$ cat src/rtl/fan_pwm_driver.sv
// rtl/fan_pwm_driver.sv - fan mode filter, duty ramp, PWM generator and tach stall monitor
module fan_pwm_driver #(
    parameter int PWM_PERIOD    = 16,
    parameter int MODE_HOLD     = 3,
    parameter int RAMP_DIV      = 4,
    parameter int STALL_TIMEOUT = 32
) (
    input  logic       clk,
    input  logic       rst_n,
    input  logic [2:0] fan_mode,
    input  logic       tach,
    output logic       pwm_out,
    output logic [4:0] duty,
    output logic [2:0] mode_ack,
    output logic       busy,
    output logic       stall
);
    localparam int PW = $clog2(PWM_PERIOD);
    localparam int HW = $clog2(MODE_HOLD);
    localparam int DW = $clog2(RAMP_DIV);
    localparam int SW = $clog2(STALL_TIMEOUT);

    typedef enum logic [2:0] {IDLE, RAMP_UP, RAMP_DOWN, RUN, STALL} state_t;

    state_t        state_q, state_d;
    logic [2:0]    cand_q, cand_d, mode_ack_q, mode_ack_d;
    logic [HW-1:0] hold_q, hold_d;
    logic [DW-1:0] div_q, div_d;
    logic [SW-1:0] stall_cnt_q, stall_cnt_d;
    logic [PW-1:0] pcnt_q, pcnt_d;
    logic [4:0]    cmp_q, cmp_d, duty_q, duty_d;
    logic          pwm_q, pwm_d, busy_q, busy_d, stall_q, stall_d;
    logic          tach_s1_q, tach_s1_d, tach_s2_q, tach_s2_d, tach_prev_q, tach_prev_d;
    logic          tach_rise;
    logic [4:0]    target;
    logic [4:0]    next_duty;
    logic          go_up;

    always_comb begin
        case (mode_ack_q)
            3'd0:    target = 5'd0;
            3'd1:    target = 5'd4;
            3'd2:    target = 5'd8;
            3'd3:    target = 5'd12;
            default: target = 5'd16;
        endcase
    end

    assign tach_rise = tach_s2_q & ~tach_prev_q;

    always_comb begin
        state_d     = state_q;
        cand_d      = cand_q;
        hold_d      = hold_q;
        mode_ack_d  = mode_ack_q;
        div_d       = div_q;
        stall_cnt_d = '0;
        duty_d      = duty_q;
        stall_d     = stall_q;
        next_duty   = duty_q;
        go_up       = target > duty_q;
        tach_s1_d   = tach;
        tach_s2_d   = tach_s1_q;
        tach_prev_d = tach_s2_q;

        // Candidate must be seen MODE_HOLD times in a row, counting the loading sample.
        if (fan_mode != cand_q) begin
            cand_d = fan_mode;
            hold_d = '0;
        end else begin
            if (hold_q != HW'(MODE_HOLD - 1)) hold_d = hold_q + 1'b1;
            if (hold_q == HW'(MODE_HOLD - 2) && cand_q != mode_ack_q) mode_ack_d = cand_q;
        end

        case (state_q)
            IDLE: begin
                duty_d = '0;
                if (target != 5'd0) begin
                    state_d = RAMP_UP;
                    div_d   = '0;
                end
            end
            RAMP_UP, RAMP_DOWN: begin
                if (target == duty_q) begin
                    state_d = (target == 5'd0) ? IDLE : RUN;
                end else if ((state_q == RAMP_UP) != go_up) begin
                    state_d = go_up ? RAMP_UP : RAMP_DOWN;
                    div_d   = '0;
                end else if (div_q == DW'(RAMP_DIV - 1)) begin
                    div_d     = '0;
                    next_duty = go_up ? duty_q + 1'b1 : duty_q - 1'b1;
                    duty_d    = next_duty;
                    if (next_duty == target) state_d = (target == 5'd0) ? IDLE : RUN;
                end else begin
                    div_d = div_q + 1'b1;
                end
            end
            RUN: begin
                if (target > duty_q) begin
                    state_d = RAMP_UP;
                    div_d   = '0;
                end else if (target < duty_q) begin
                    state_d = RAMP_DOWN;
                    div_d   = '0;
                end else if (!tach_rise && stall_cnt_q == SW'(STALL_TIMEOUT - 1)) begin
                    state_d = STALL;
                    duty_d  = '0;
                    stall_d = 1'b1;
                end else begin
                    stall_cnt_d = tach_rise ? '0 : stall_cnt_q + 1'b1;
                end
            end
            STALL: begin
                duty_d = '0;
                if (mode_ack_q == 3'd0) begin
                    state_d = IDLE;
                    stall_d = 1'b0;
                end
            end
            default: state_d = IDLE;
        endcase

        busy_d = (state_d == RAMP_UP) || (state_d == RAMP_DOWN);

        // Compare value only follows duty at the period boundary.
        pcnt_d = (pcnt_q == PW'(PWM_PERIOD - 1)) ? '0 : pcnt_q + 1'b1;
        cmp_d  = (pcnt_q == PW'(PWM_PERIOD - 1)) ? duty_q : cmp_q;
        pwm_d  = !stall_q && (5'(pcnt_d) < cmp_d);
    end

    always_ff @(posedge clk or negedge rst_n) begin
        if (!rst_n) begin
            state_q     <= IDLE;
            cand_q      <= '0;
            hold_q      <= '0;
            mode_ack_q  <= '0;
            div_q       <= '0;
            stall_cnt_q <= '0;
            pcnt_q      <= '0;
            cmp_q       <= '0;
            duty_q      <= '0;
            pwm_q       <= 1'b0;
            busy_q      <= 1'b0;
            stall_q     <= 1'b0;
            tach_s1_q   <= 1'b0;
            tach_s2_q   <= 1'b0;
            tach_prev_q <= 1'b0;
        end else begin
            state_q     <= state_d;
            cand_q      <= cand_d;
            hold_q      <= hold_d;
            mode_ack_q  <= mode_ack_d;
            div_q       <= div_d;
            stall_cnt_q <= stall_cnt_d;
            pcnt_q      <= pcnt_d;
            cmp_q       <= cmp_d;
            duty_q      <= duty_d;
            pwm_q       <= pwm_d;
            busy_q      <= busy_d;
            stall_q     <= stall_d;
            tach_s1_q   <= tach_s1_d;
            tach_s2_q   <= tach_s2_d;
            tach_prev_q <= tach_prev_d;
        end
    end

    assign pwm_out  = pwm_q;
    assign duty     = duty_q;
    assign mode_ack = mode_ack_q;
    assign busy     = busy_q;
    assign stall    = stall_q;
endmodule

$ cat config.mk
export PLATFORM = sky130hd
export DESIGN_NAME = fan_pwm_driver
export DESIGN_NICKNAME = d
export VERILOG_FILES = /design/src/rtl/fan_pwm_driver.sv
export SDC_FILE = /design/constraint.sdc
export NUM_CORES = 1
export LEC_CHECK = 0
export CORE_ASPECT_RATIO = 1.25
export CORE_UTILIZATION = 62
export DETAILED_ROUTE_END_ITERATION = 8
export PLACE_DENSITY_LB_ADDON = 0.1
export SLEW_MARGIN = 20
export SYNTH_ARGS = -nofsm -noshare
export SYNTH_HDL_FRONTEND = slang
export SYNTH_SLANG_ARGS = --single-unit
$ cat constraint.sdc
create_clock -name clk -period 11.8 [get_ports clk]
set_clock_uncertainty 0.15 [all_clocks]
set_input_delay 1.77 -clock clk [delete_from_list [all_inputs] [get_ports clk]]
set_output_delay 1.77 -clock clk [all_outputs]
set_load 0.005 [all_outputs]
==> impl_metrics.ini, run 1 <==
[status]
status = completed

[routing]
drc = 0
drt-wirelength-per-cell_um = 15.8
vias = 1575
routed_wl_um = 4260
via_per_inst = 5.83
detail-route-antenna-nets = 0
first_pass_iters = 4
drt_iter0_drc = 99

[placement]
place_ws_ns = 7.77
place_hpwl_um = 3180
gp_congestion = 0.900
placed_cell_area_um2 = 2410
portBuffers = 16

[global_routing]
antenna_found_initial = 0
grt_usage = 0.248
grt_pass1_vias = 1637
grt_start_max_net_pins = 39
grt_pass1_wl_um = 7330
grt_overflow = 0

[power_and_ir_drop]
vdd_drop_max_mv = 0.201
power_frac_clock = 0.131
swShare = 0.419
total_leakage_power_nw = 1.20
comb_power_share = 0.585
total_power_w = 0.000691
seqPwrFrac = 0.284
p_sw_w = 0.000289
power.density_nw_per_um2 = 277
p_int_w = 0.000402

[worst_hold_path]
holdPathStages = 0
holdCritPathClass = reg2reg
worstHoldStart = tach_s1_q$_DFF_PN0_
hold-path-endpoint = tach_prev_d$_DFF_PN0_

[clock_network]
clk_pin_slew_worst_paths_ns = 0.07
cts_hold_buf = 0
clock_latency_ns = 0.29
cts_tree = yes
cts-resized-gates = 0
root_buffer = clkbuf_8
htreeDepth = 2
cts.path.max_buffers = 2
cts_sinks = 38
cts_buffers = 5
cts_setup_buffers = 0

[layout]
num-fill-cells = 274
final_util = 0.717
finalNetCount = 253
drive_gt1_frac = 0.113
antenna_cells = 0
final_cell_area_um2 = 2500
area_growth_pct = 11.3

[floorplan]
die-area_um2 = 3870
num_rows = 24
initial_core_util = 0.644
dieWidth_um = 55.8
pin_count = 17
core_um2 = 3480
die_h_um = 69.3

[timing]
setup_violations = 0
hold_viol = 0
tns_ns = 0
fin_crit_sh = 0.344
max_freq_mhz = 246
final-max-slew-violation-count = 0
relSlewSlack = 0.468
period_needed_ns = 4.06
finalWorstSetupSlack_ns = 7.74
grt_setup_unrepaired = false
worst_slew_pin_slew_ns = 0.798

[job]
drv_cap = 0

[setup_path]
r2r_cells = 14
path_class = reg2reg
start_kind = flip-flop
r2r_end = busy$_DFF_PN0_
end_kind = flip-flop
cp.arrival_ns = 4.09
r2r-start = mode_ack[1]$_DFFE_PN0P_
r2r_setup_slack_ns = 7.74
required_ns = 11.82
cp_max_fo = 8

[logic_synthesis]
syn_area_um2 = 2240
yosysSeqAreaShare = 0.424
yosys-top-cells-count = 38 x dfrtp_1, 27 x nor2_1, 16 x ha_1, 15 x nand2_1
synth_cells = 216
synth.most_common_cell = dfrtp_1
mappedNetlistNets = 239
synth_top_cell_area_share = 0.424
yosysWarnings = 0
yosysUniqueCellTypes = 49
synth_seq_cells = 38
synth_edf_count = 0
synth.avg_cell_area_um2 = 10.4
ys.flop_type = dfrtp_1
synth_top_area_cell = dfrtp_1
async_reset_ff_frac = 1.00
synth_area_leaders = dfrtp_1 42%, ha_1 8.9%, nor2_1 4.5%, xnor2_1 3.5%, mux2_4 3.3%
cell families after synthesis:
kind of cell	synth area share
adder cells (fa/ha/maj)	0.0981
XOR/XNOR	0.0842
AND/OR/NAND/NOR	0.158
buffers and inverters	0.0424
multiplexers	0.0663
flip-flops	0.424
AO/OA/AOI/OAI	0.127
worst max path at each step:
stage                     cells after the start  slack (ns)              to                    start
after global routing                         14        7.53  busy$_DFF_PN0_  mode_ack[1]$_DFFE_PN0P_
after detailed placement                     14        7.77  busy$_DFF_PN0_  mode_ack[1]$_DFFE_PN0P_
after CTS                                    14        7.73  busy$_DFF_PN0_  mode_ack[1]$_DFFE_PN0P_
final                                        14        7.74  busy$_DFF_PN0_  mode_ack[1]$_DFFE_PN0P_
after global placement                       14        7.94  busy$_DFF_PN0_  mode_ack[1]$_DFFE_PN0P_
after floorplan                              14        8.06  busy$_DFF_PN0_  mode_ack[2]$_DFFE_PN0P_
final cells by class:
cell class	count	area, um^2	share of cell area
clock buffer	7	86.3	0.0346
multi-input combinational	155	1200	0.480
timing repair buffer	16	155	0.0621
tap	39	48.8	0.0195
sequential	38	951	0.381
inverter	14	52.6	0.0210
clock inverter	1	5.00	0.00200
worst max-delay path, stage by stage (launching register included):
cell,delay (ns)
dfrtp_1,0.44
nor2b_1,0.17
ha_1,0.28
nand2_1,0.10
o31ai_4,0.43
a21boi_4,0.31
inv_1,0.14
fa_1,0.42
a21o_1,0.20
a21oi_1,0.17
xnor2_1,0.27
xor2_2,0.16
a211o_1,0.32
o211a_1,0.23
xor2_1,0.14
cell usage in the layout, fill, tap and decap left out, drive strengths merged, types with 2 or more instances in the layout:
master / count
dfrtp: 38
nor2: 27
ha: 16
nand2: 15
clkdlybuf4s50: 15
inv: 14
a21oi: 14
xnor2: 9
mux2: 8
nand3: 7
clkbuf: 7
xor2: 7
mux2i: 4
nand4: 4
nor3: 4
and3: 3
or3: 3
o21ai: 3
nand2b: 3
a21o: 2
o211ai: 2
a211o: 2
a22o: 2
state kept, by name, indices dropped and copies added (netlist names), 2 cells and up:
signal and flops:
cand_q 3, cmp_q 5, div_q 2, duty 5
hold_q 2, mode_ack 3, pcnt_q 4, stall_cnt_q 5
state_q 3
power groups by stage:
stage	combinational [W]	clock, W	sequential [W]
finish	0.000405	0.0000907	0.000196
CTS	0.000406	0.0000931	0.000196
global placement	0.000398	0	0.000196
global route	0.000444	0.0000971	0.000201
detailed placement	0.000401	0	0.000199
floorplan	0.000320	0	0.000185
routing by layer:
layer | vias to the layer above | wire length [um] | global-route usage
met5 | - | 0 | 0
met4 | 0 | 104 | 0.108
met3 | 11 | 140 | 0.0448
met2 | 37 | 2190 | 0.427
met1 | 751 | 1830 | 0.303
li1 | 776 | - | -
through the flow:
stage	hold slack, ns	cells
after CTS	0.212	270
after floorplan	0.181	216
after global placement	0.195	262
after global routing	0.216	270
final	0.204	270
after detailed placement	0.186	262
Note: power is estimated with default switching activity, not from simulation.
==> inputs of run 2 (changes only) <==
- CORE_UTILIZATION: 62 -> 52
- clock period: 11.8 -> 3.6 ns (I/O delays scaled with it)
==> impl_metrics.ini, run 2 (synthesis results as in run 1) <==
[timing]
hold_viol = 0
max_freq_mhz = 293
tns_ns = 0
period_needed_ns = 3.42
setup_violations = 0
grt_setup_unrepaired = false
relSlewSlack = 0.453
final-max-slew-violation-count = 0
worst_slew_pin_slew_ns = 0.820
fin_crit_sh = 0.949

[setup_path]
cp_max_fo = 5
cp.arrival_ns = 3.46
slowest_delay_ns = 0.38
path_class = reg2reg
r2r_end = busy$_DFF_PN0_
r2r-start = mode_ack[1]$_DFFE_PN0P_
start_kind = flip-flop
path_delay_family = compound AO/OA/AOI/OAI gates
required_ns = 3.64
r2r_cells = 14
worst-path-buf-inv = 1
r2r_setup_slack_ns = 0.18
path_cells = nor2b_1 -> ha_1 -> nand2_1 -> o31ai_4 -> a21boi_4 -> inv_2 -> fa_2 -> a21o_1 -> a21oi_2 -> xnor2_2 -> xor2_2 -> a211o_1 -> o211a_1 -> xor2_1
cp_slowest_cell = fa_2
end_kind = flip-flop

[job]
drv_cap = 0

[global_routing]
antenna_found_initial = 0
grt_pass1_wl_um = 7160
grt_overflow = 0
grt_pass1_vias = 1604
grt_usage = 0.219
grt_start_max_net_pins = 39

[layout]
area_growth_pct = 16.5
final_cell_mix = 38 x dfrtp_1, 27 x nor2_1, 16 x ha_1, 15 x nand2_1, 15 x clkdlybuf4s50_1
final_util = 0.638
antenna_cells = 0
finalNetCount = 260
drive_gt1_frac = 0.164
layoutNonFillerInstCount = 294
final_common_cell = dfrtp_1

[placement]
portBuffers = 16
placedCellCount = 285
gp_congestion = 0.820
place_hpwl_um = 3220

[clock_network]
htreeDepth = 2
cts_sinks = 38
clock_latency_ns = 0.30
cts.path.max_buffers = 2
cts_tree = yes
cts_buffers = 5
clk_pin_slew_worst_paths_ns = 0.08
cts_hold_buf = 0
root_buffer = clkbuf_8

[routing]
drc = 0
detail-route-antenna-nets = 0
dr_wl_met2_um = 2330
first_pass_iters = 4
vias = 1621
drt_iter0_drc = 65
drt-wirelength-per-cell_um = 14.7
routed_wl_um = 4310
wl_met1_um = 1790
via_per_inst = 5.51
wl_met3_um = 138
highest_layer = met4

[floorplan]
die_h_um = 75.5
die-area_um2 = 4590
dieWidth_um = 60.8
initial_core_util = 0.548
pin_count = 17
core_um2 = 4100
num_rows = 26

[power_and_ir_drop]
power.density_nw_per_um2 = 932
vdd_drop_max_mv = 0.503
total_power_w = 0.00244
total_leakage_power_nw = 1.24

[worst_hold_path]
holdCritPathClass = in2async

[status]
status = completed
## run 2: cell types whose count changed in the layout (fill, tap and decap cells not counted), moves of 2 or more
cell / previous run / this run
buf_4: 0 / 7
clkinvlp_4: 0 / 2
xnor2_1: 9 / 7
xnor2_2: 0 / 2
## run 2: metal layers
layer | vias to the layer above | global-route usage
met2 | 31 | 0.391
met1 | 801 | 0.240
met3 | 5 | 0.0611
met5 | - | 0
li1 | 784 | -
met4 | 0 | 0.0960
## run 2: area by class of cell
type	instances	area, um^2
fillers	357	1480
multi-input cells	155	1220
inverters	14	52.6
well taps	56	70.1
repair buffers	23	208
clock buffers	5	68.8
clock inverters	3	45.0
flip-flops and latches	38	951
## run 2: through the flow
step           worst slack, ns  hold WS [ns]  cell area, um^2
2_1_floorplan          0.00794        0.0944             2260
3_3_place_gp             0.155         0.191             2480
3_5_place_dp            0.0908         0.188             2480
4_1_cts                 0.0715         0.203             2600
5_1_grt                 0.0310         0.237             2620
6_report                 0.183         0.186             2620
## run 2: worst register-to-register path, stage by stage (launching register included)
cell,delay (ns)
dfrtp_1,0.37
nor2b_1,0.13
ha_1,0.27
nand2_1,0.10
o31ai_4,0.20
a21boi_4,0.24
inv_2,0.09
fa_2,0.38
a21o_1,0.20
a21oi_2,0.17
xnor2_2,0.18
xor2_2,0.15
a211o_1,0.31
o211a_1,0.23
xor2_1,0.14
## run 2: what timing repair did
item / in CTS / in global routing
setup buffers: 0 / 1
resized for setup: 0 / 2
setup endpoints to repair: 0 / 1
## run 2: power breakdown
group / internal (W) / switching [W]
Clock: 0.000206 / 0.000158
Combinational: 0.000723 / 0.000732
Sequential: 0.000521 / 0.0000983
## run 2: worst max path at each step
stage | from | to | cells after the start | slack, ns
floorplan | mode_ack[2]$_DFFE_PN0P_ | busy$_DFF_PN0_ | 14 | 0.008
global placement | duty[3]$_DFFE_PN0P_ | busy$_DFF_PN0_ | 14 | 0.16
detailed placement | duty[3]$_DFFE_PN0P_ | busy$_DFF_PN0_ | 14 | 0.09
CTS | duty[3]$_DFFE_PN0P_ | busy$_DFF_PN0_ | 14 | 0.07
global route | duty[4]$_DFFE_PN0P_ | busy$_DFF_PN0_ | 14 | 0.03
finish | mode_ack[1]$_DFFE_PN0P_ | busy$_DFF_PN0_ | 14 | 0.18
==> RTL edit 1 (config.mk and constraints of run 2) <==
Re-encode `state_t` (5 states) as one-hot, 5 bits wide.
--- a/src/rtl/fan_pwm_driver.sv
+++ b/src/rtl/fan_pwm_driver.sv
@@ -22,3 +22,3 @@
 
-    typedef enum logic [2:0] {IDLE, RAMP_UP, RAMP_DOWN, RUN, STALL} state_t;
+    typedef enum logic [4:0] {IDLE = 5'b00001, RAMP_UP = 5'b00010, RAMP_DOWN = 5'b00100, RUN = 5'b01000, STALL = 5'b10000} state_t;
 
Function: no difference found for any inputs over 10 cycles, from zero or initial values and one cycle with rst_n low; not proved beyond that.
==> RTL edit 1 against run 2 <==
  * Worst hold slack improved by 0.027 ns
  * Critical endpoint unchanged
  * Sequential cell count rose by 2
  * Worst setup slack got worse by 0.0053 ns
  * Synthesized area rose by 4.8%
  * Routed wire length rose by 13%
  * Die area rose by 4.6%
  * Design area rose by 7.2%
  * Power rose by 1.0%
==> RTL edit 1: results (changes against run 2) <==
OUTCOME
-------------------------------------------------------------------
Result of the run                                      complete, no violations   unchanged

ROUTE
-------------------------------------------------------------------
Routed metal-1 wirelength                              2230 microns   was 1790 microns
Detailed-route wire length                             4890 microns   was 4310 microns
Detailed-routed wire length on met2                    2480 microns   was 2330 microns
Met3 WL post-DR                                         118 microns   was 138 microns
Iter 0 DRT Violations                                            85   was 65

CRITICAL PATH
-------------------------------------------------------------------
Longest individual stage delay on the worst path            0.43 ns   was 0.38 ns
CP top delay family                                     adder cells   was compound AO/OA/AOI/OAI gates
CP Data Arrival Time                                        3.43 ns   was 3.46 ns
Worst setup path startpoint                            mode_ack[2]$_DFFE_PN0P_   was mode_ack[1]$_DFFE_PN0P_
Number of cells on the worst reg-to-reg path                     13   was 14
Slowest-stage cell, CP                                      dfrtp_1   was fa_2

SYNTHESIS
-------------------------------------------------------------------
Fraction of the yosys area taken by sequential cells          42.6%   was 42.4%
Nets in the synthesized netlist                                 252   was 239
Netlist cell types                                               52   was 49

GLOBAL ROUTE
-------------------------------------------------------------------
Met2 track demand over resource                               37.9%   was 39.1%
First-pass GRT wire length                             8360 microns   was 7160 microns
Via count of the first global-routing pass                    1,740   was 1,604
Overall Global Routing Usage                                  22.5%   was 21.9%

POWER
-------------------------------------------------------------------
Fraction of power consumed by sequential logic                25.2%   was 25.4%
Worst ir drop on vdd                                     0.000497 V   was 0.000503 V
Sw frac                                                       39.8%   was 40.5%
Standby leakage power                                       1.29 nW   was 1.24 nW

HOLD PATH
-------------------------------------------------------------------
Hold WC Path Type                                           reg2reg   was in2async

LAYOUT
-------------------------------------------------------------------
Fillers                                                         348   was 357
Post-layout nets                                                278   was 260

PLACED DESIGN
-------------------------------------------------------------------
Half-perimeter wire length after placement             3550 microns   was 3220 microns

RTL edit 1: through the flow:
step	setup slack, ns	setup TNS, ns	instances
floorplan	0.0161	0	229
global placement	0.131	0	306
detailed placement	0.0206	0	306
CTS	0.0483	0	314
global route	-0.0125	-0.0125	314
finish	0.178	0	314
RTL edit 1: layout make-up:
class	count	area (sq um)	area share (%)
well taps	58	72.6	2.59
clock inverters	2	38.8	1.38
multi-input cells	170	1320	47.2
repair buffers	27	238	8.48
clock buffers	6	82.6	2.95
inverters	11	46.3	1.65
flip-flops and latches	40	1000	35.7
RTL edit 1: cell families after synthesis:
kind of cell,count (synthesis),synth area share [%]
flops,40,42.6
buf+inv,19,3.30
compound gates,45,13.5
fa+ha+maj,17,9.36
simple gates,77,17.3
xor+xnor,17,6.91
mux,14,7.02
RTL edit 1: what timing repair did:
action                     4_1_cts  5_1_grt
setup endpoints to repair        2        3
gates resized for setup          1        7
pin swaps                        0        2
hold endpoints to repair         0        0
==> RTL edit 2 (config.mk and constraints of run 2) <==
Made on the original files. Set the parameter `STALL_TIMEOUT` to 16 (it was 32).
--- a/src/rtl/fan_pwm_driver.sv
+++ b/src/rtl/fan_pwm_driver.sv
@@ -5,3 +5,3 @@
     parameter int RAMP_DIV      = 4,
-    parameter int STALL_TIMEOUT = 32
+    parameter int STALL_TIMEOUT = 16
 ) (
Check against the original RTL: same outputs for any inputs over 10 cycles, from zero or initial values and one cycle with rst_n low; that may be too few to reach the edited logic, so the function may still have changed.
==> RTL edit 2 against run 2 <==
  * The run now ends with setup timing left
  * Core utilization is 5.5 points higher
  * Critical path depth grew 1
  * Global-route usage rose by 2.7 points
  * Power up 1.4%
  * Design area increased by 2.0%
  * Routed wire length up 13%
  * Synthesized area fell by 4.6%
  * Worst setup slack got worse by 0.28 ns
  * Sequential cell count fell by 1
  * Largest cell class unchanged
==> RTL edit 2: results (changes against run 2) <==
GLOBAL ROUTE
---------------------------------------------------------------------------
Met3 usage                                                            3.87%   was 6.11%
First-pass GRT wire length                                     7920 microns   was 7160 microns
Met1 layer usage reported by global route                             29.9%   was 24.0%
Maximum number of pins on one net before global-route repair             38   was 39
Met2 track demand over resource                                       41.8%   was 39.1%
Most congested layer reported by global routing                        met2   unchanged
Via count of the first global-routing pass                            1,718   was 1,604
Overall Global Routing Usage                                          24.6%   was 21.9%

PLACED DESIGN
---------------------------------------------------------------------------
Half-perimeter wire length after placement                     3440 microns   was 3220 microns
Place WS                                                          -0.141 ns   was 0.0908 ns
Post-detailed-placement cell area                                2420 sq um   was 2480 sq um

STA
---------------------------------------------------------------------------
Worst setup margin                                                -0.100 ns   was 0.183 ns
Total negative slack                                              -0.168 ns   was 0 ns
Final number of setup-violating endpoints                                 2   was 0
Slew at the pin closest to its max-slew limit                      0.828 ns   was 0.820 ns

ROUTE
---------------------------------------------------------------------------
Iter 0 DRT Violations                                                    63   was 65
Total via count in the routed design                                  1,722   was 1,621
Initial DRT Pass Iterations                                               4   unchanged
Met3 WL post-DR                                                 111 microns   was 138 microns
Post-route antenna net violation count                                    0   unchanged
Routed metal-1 wirelength                                      2040 microns   was 1790 microns
Detailed-route wire length                                     4870 microns   was 4310 microns

CLOCKING
---------------------------------------------------------------------------
Later-pin clock latency in the skew report                          0.30 ns   about the same
Number of levels in the clock H-tree                                      2   unchanged
Number of clock buffers inserted by TritonCTS                             5   unchanged

SYNTHESIS
---------------------------------------------------------------------------
Avg Cell Area, Syn                                               10.2 sq um   was 10.4 sq um
Top cell types by occurrence after synthesis                   dfrtp_1 (37), nor2_1 (24), ha_1 (14)   was dfrtp_1 (38), nor2_1 (27), ha_1 (16)
Top cells by area, synth                                       dfrtp_1 (43%), ha_1 (8.2%), nor2_1 (4.2%)   was dfrtp_1 (42%), ha_1 (8.9%), nor2_1 (4.5%)
Nets in the synthesized netlist                                         231   was 239
Fraction of the yosys area taken by sequential cells                  43.2%   was 42.4%
Netlist cell types                                                       54   was 49

OUTCOME
---------------------------------------------------------------------------
Violated checks                                                setup timing
Result of the run                                              finished with violations   was complete, no violations

LAYOUT
---------------------------------------------------------------------------
Fillers                                                                 303   was 357
Final core utilization                                                69.3%   was 63.8%
Share of cells above drive strength 1                                 22.7%   was 16.4%
Post-layout nets                                                        267   was 260

CRITICAL PATH
---------------------------------------------------------------------------
Longest individual stage delay on the worst path                    0.40 ns   was 0.38 ns
CP top delay family                                            simple AND/OR/NAND/NOR gates   was compound AO/OA/AOI/OAI gates
CP Data Arrival Time                                                3.77 ns   was 3.46 ns
Slowest-stage cell, CP                                               or3b_4   was fa_2

POWER
---------------------------------------------------------------------------
Gate power share                                                      62.1%   was 59.7%
Worst ir drop on vdd                                             0.000595 V   was 0.000503 V
Internal power                                                      1.51 mW   was 1.45 mW
Fraction of power consumed by sequential logic                        22.8%   was 25.4%

-- RTL edit 2: changes by cell type in the layout (fill, tap and decap cells not counted), sizes merged, moves of 3 or more --
cell   delta
a21oi     -3
a31oi     +3
buf      +15
mux2      -3
nand3     +3
nor2      -3
o21ai     +6
-- RTL edit 2: final cells by class --
type,instances,area share (%)
multi-input combinational,152,44.7
sequential,37,34.8
clock buffer,7,3.24
timing repair buffer,38,12.0
inverter,12,1.69
tap,54,2.53
clock inverter,1,1.13
-- RTL edit 2: path summary, 6_finish.rpt --
kind / startpoint / endpoint / slack, ns / cells past startpoint
setup / recovery: mode_ack[1]$_DFFE_PN0P_ / busy$_DFF_PN0_ / -0.10 / 15
hold / removal: rst_n / stall_cnt_q[3]$_DFF_PN0_ / 0.19 / 1
setup reg to reg: mode_ack[1]$_DFFE_PN0P_ / busy$_DFF_PN0_ / -0.10 / 15
hold reg to reg: tach_s1_q$_DFF_PN0_ / tach_prev_d$_DFF_PN0_ / 0.22 / 0
max in group asynchronous: rst_n / mode_ack[2]$_DFFE_PN0P_ / 2.54 / 1
min in group clk: tach_s1_q$_DFF_PN0_ / tach_prev_d$_DFF_PN0_ / 0.22 / 0
-- RTL edit 2: cells by family after synthesis --
group / after synthesis / synth area share (%)
adder cells (fa/ha/maj): 16 / 9.58
flip-flops: 37 / 43.2
XOR/XNOR: 14 / 7.24
AO/OA/AOI/OAI: 41 / 13.0
AND/OR/NAND/NOR: 74 / 18.3
buffers and inverters: 21 / 4.96
multiplexers: 7 / 3.74
-- RTL edit 2: repair_timing --
item	CTS	global route
hold buffers	0	0
setup buffers	4	4
pin swaps	8	8
endpoints found under the setup margin	2	3
hold endpoints to repair	0	0
cloned	0	0
gates resized for setup	4	7
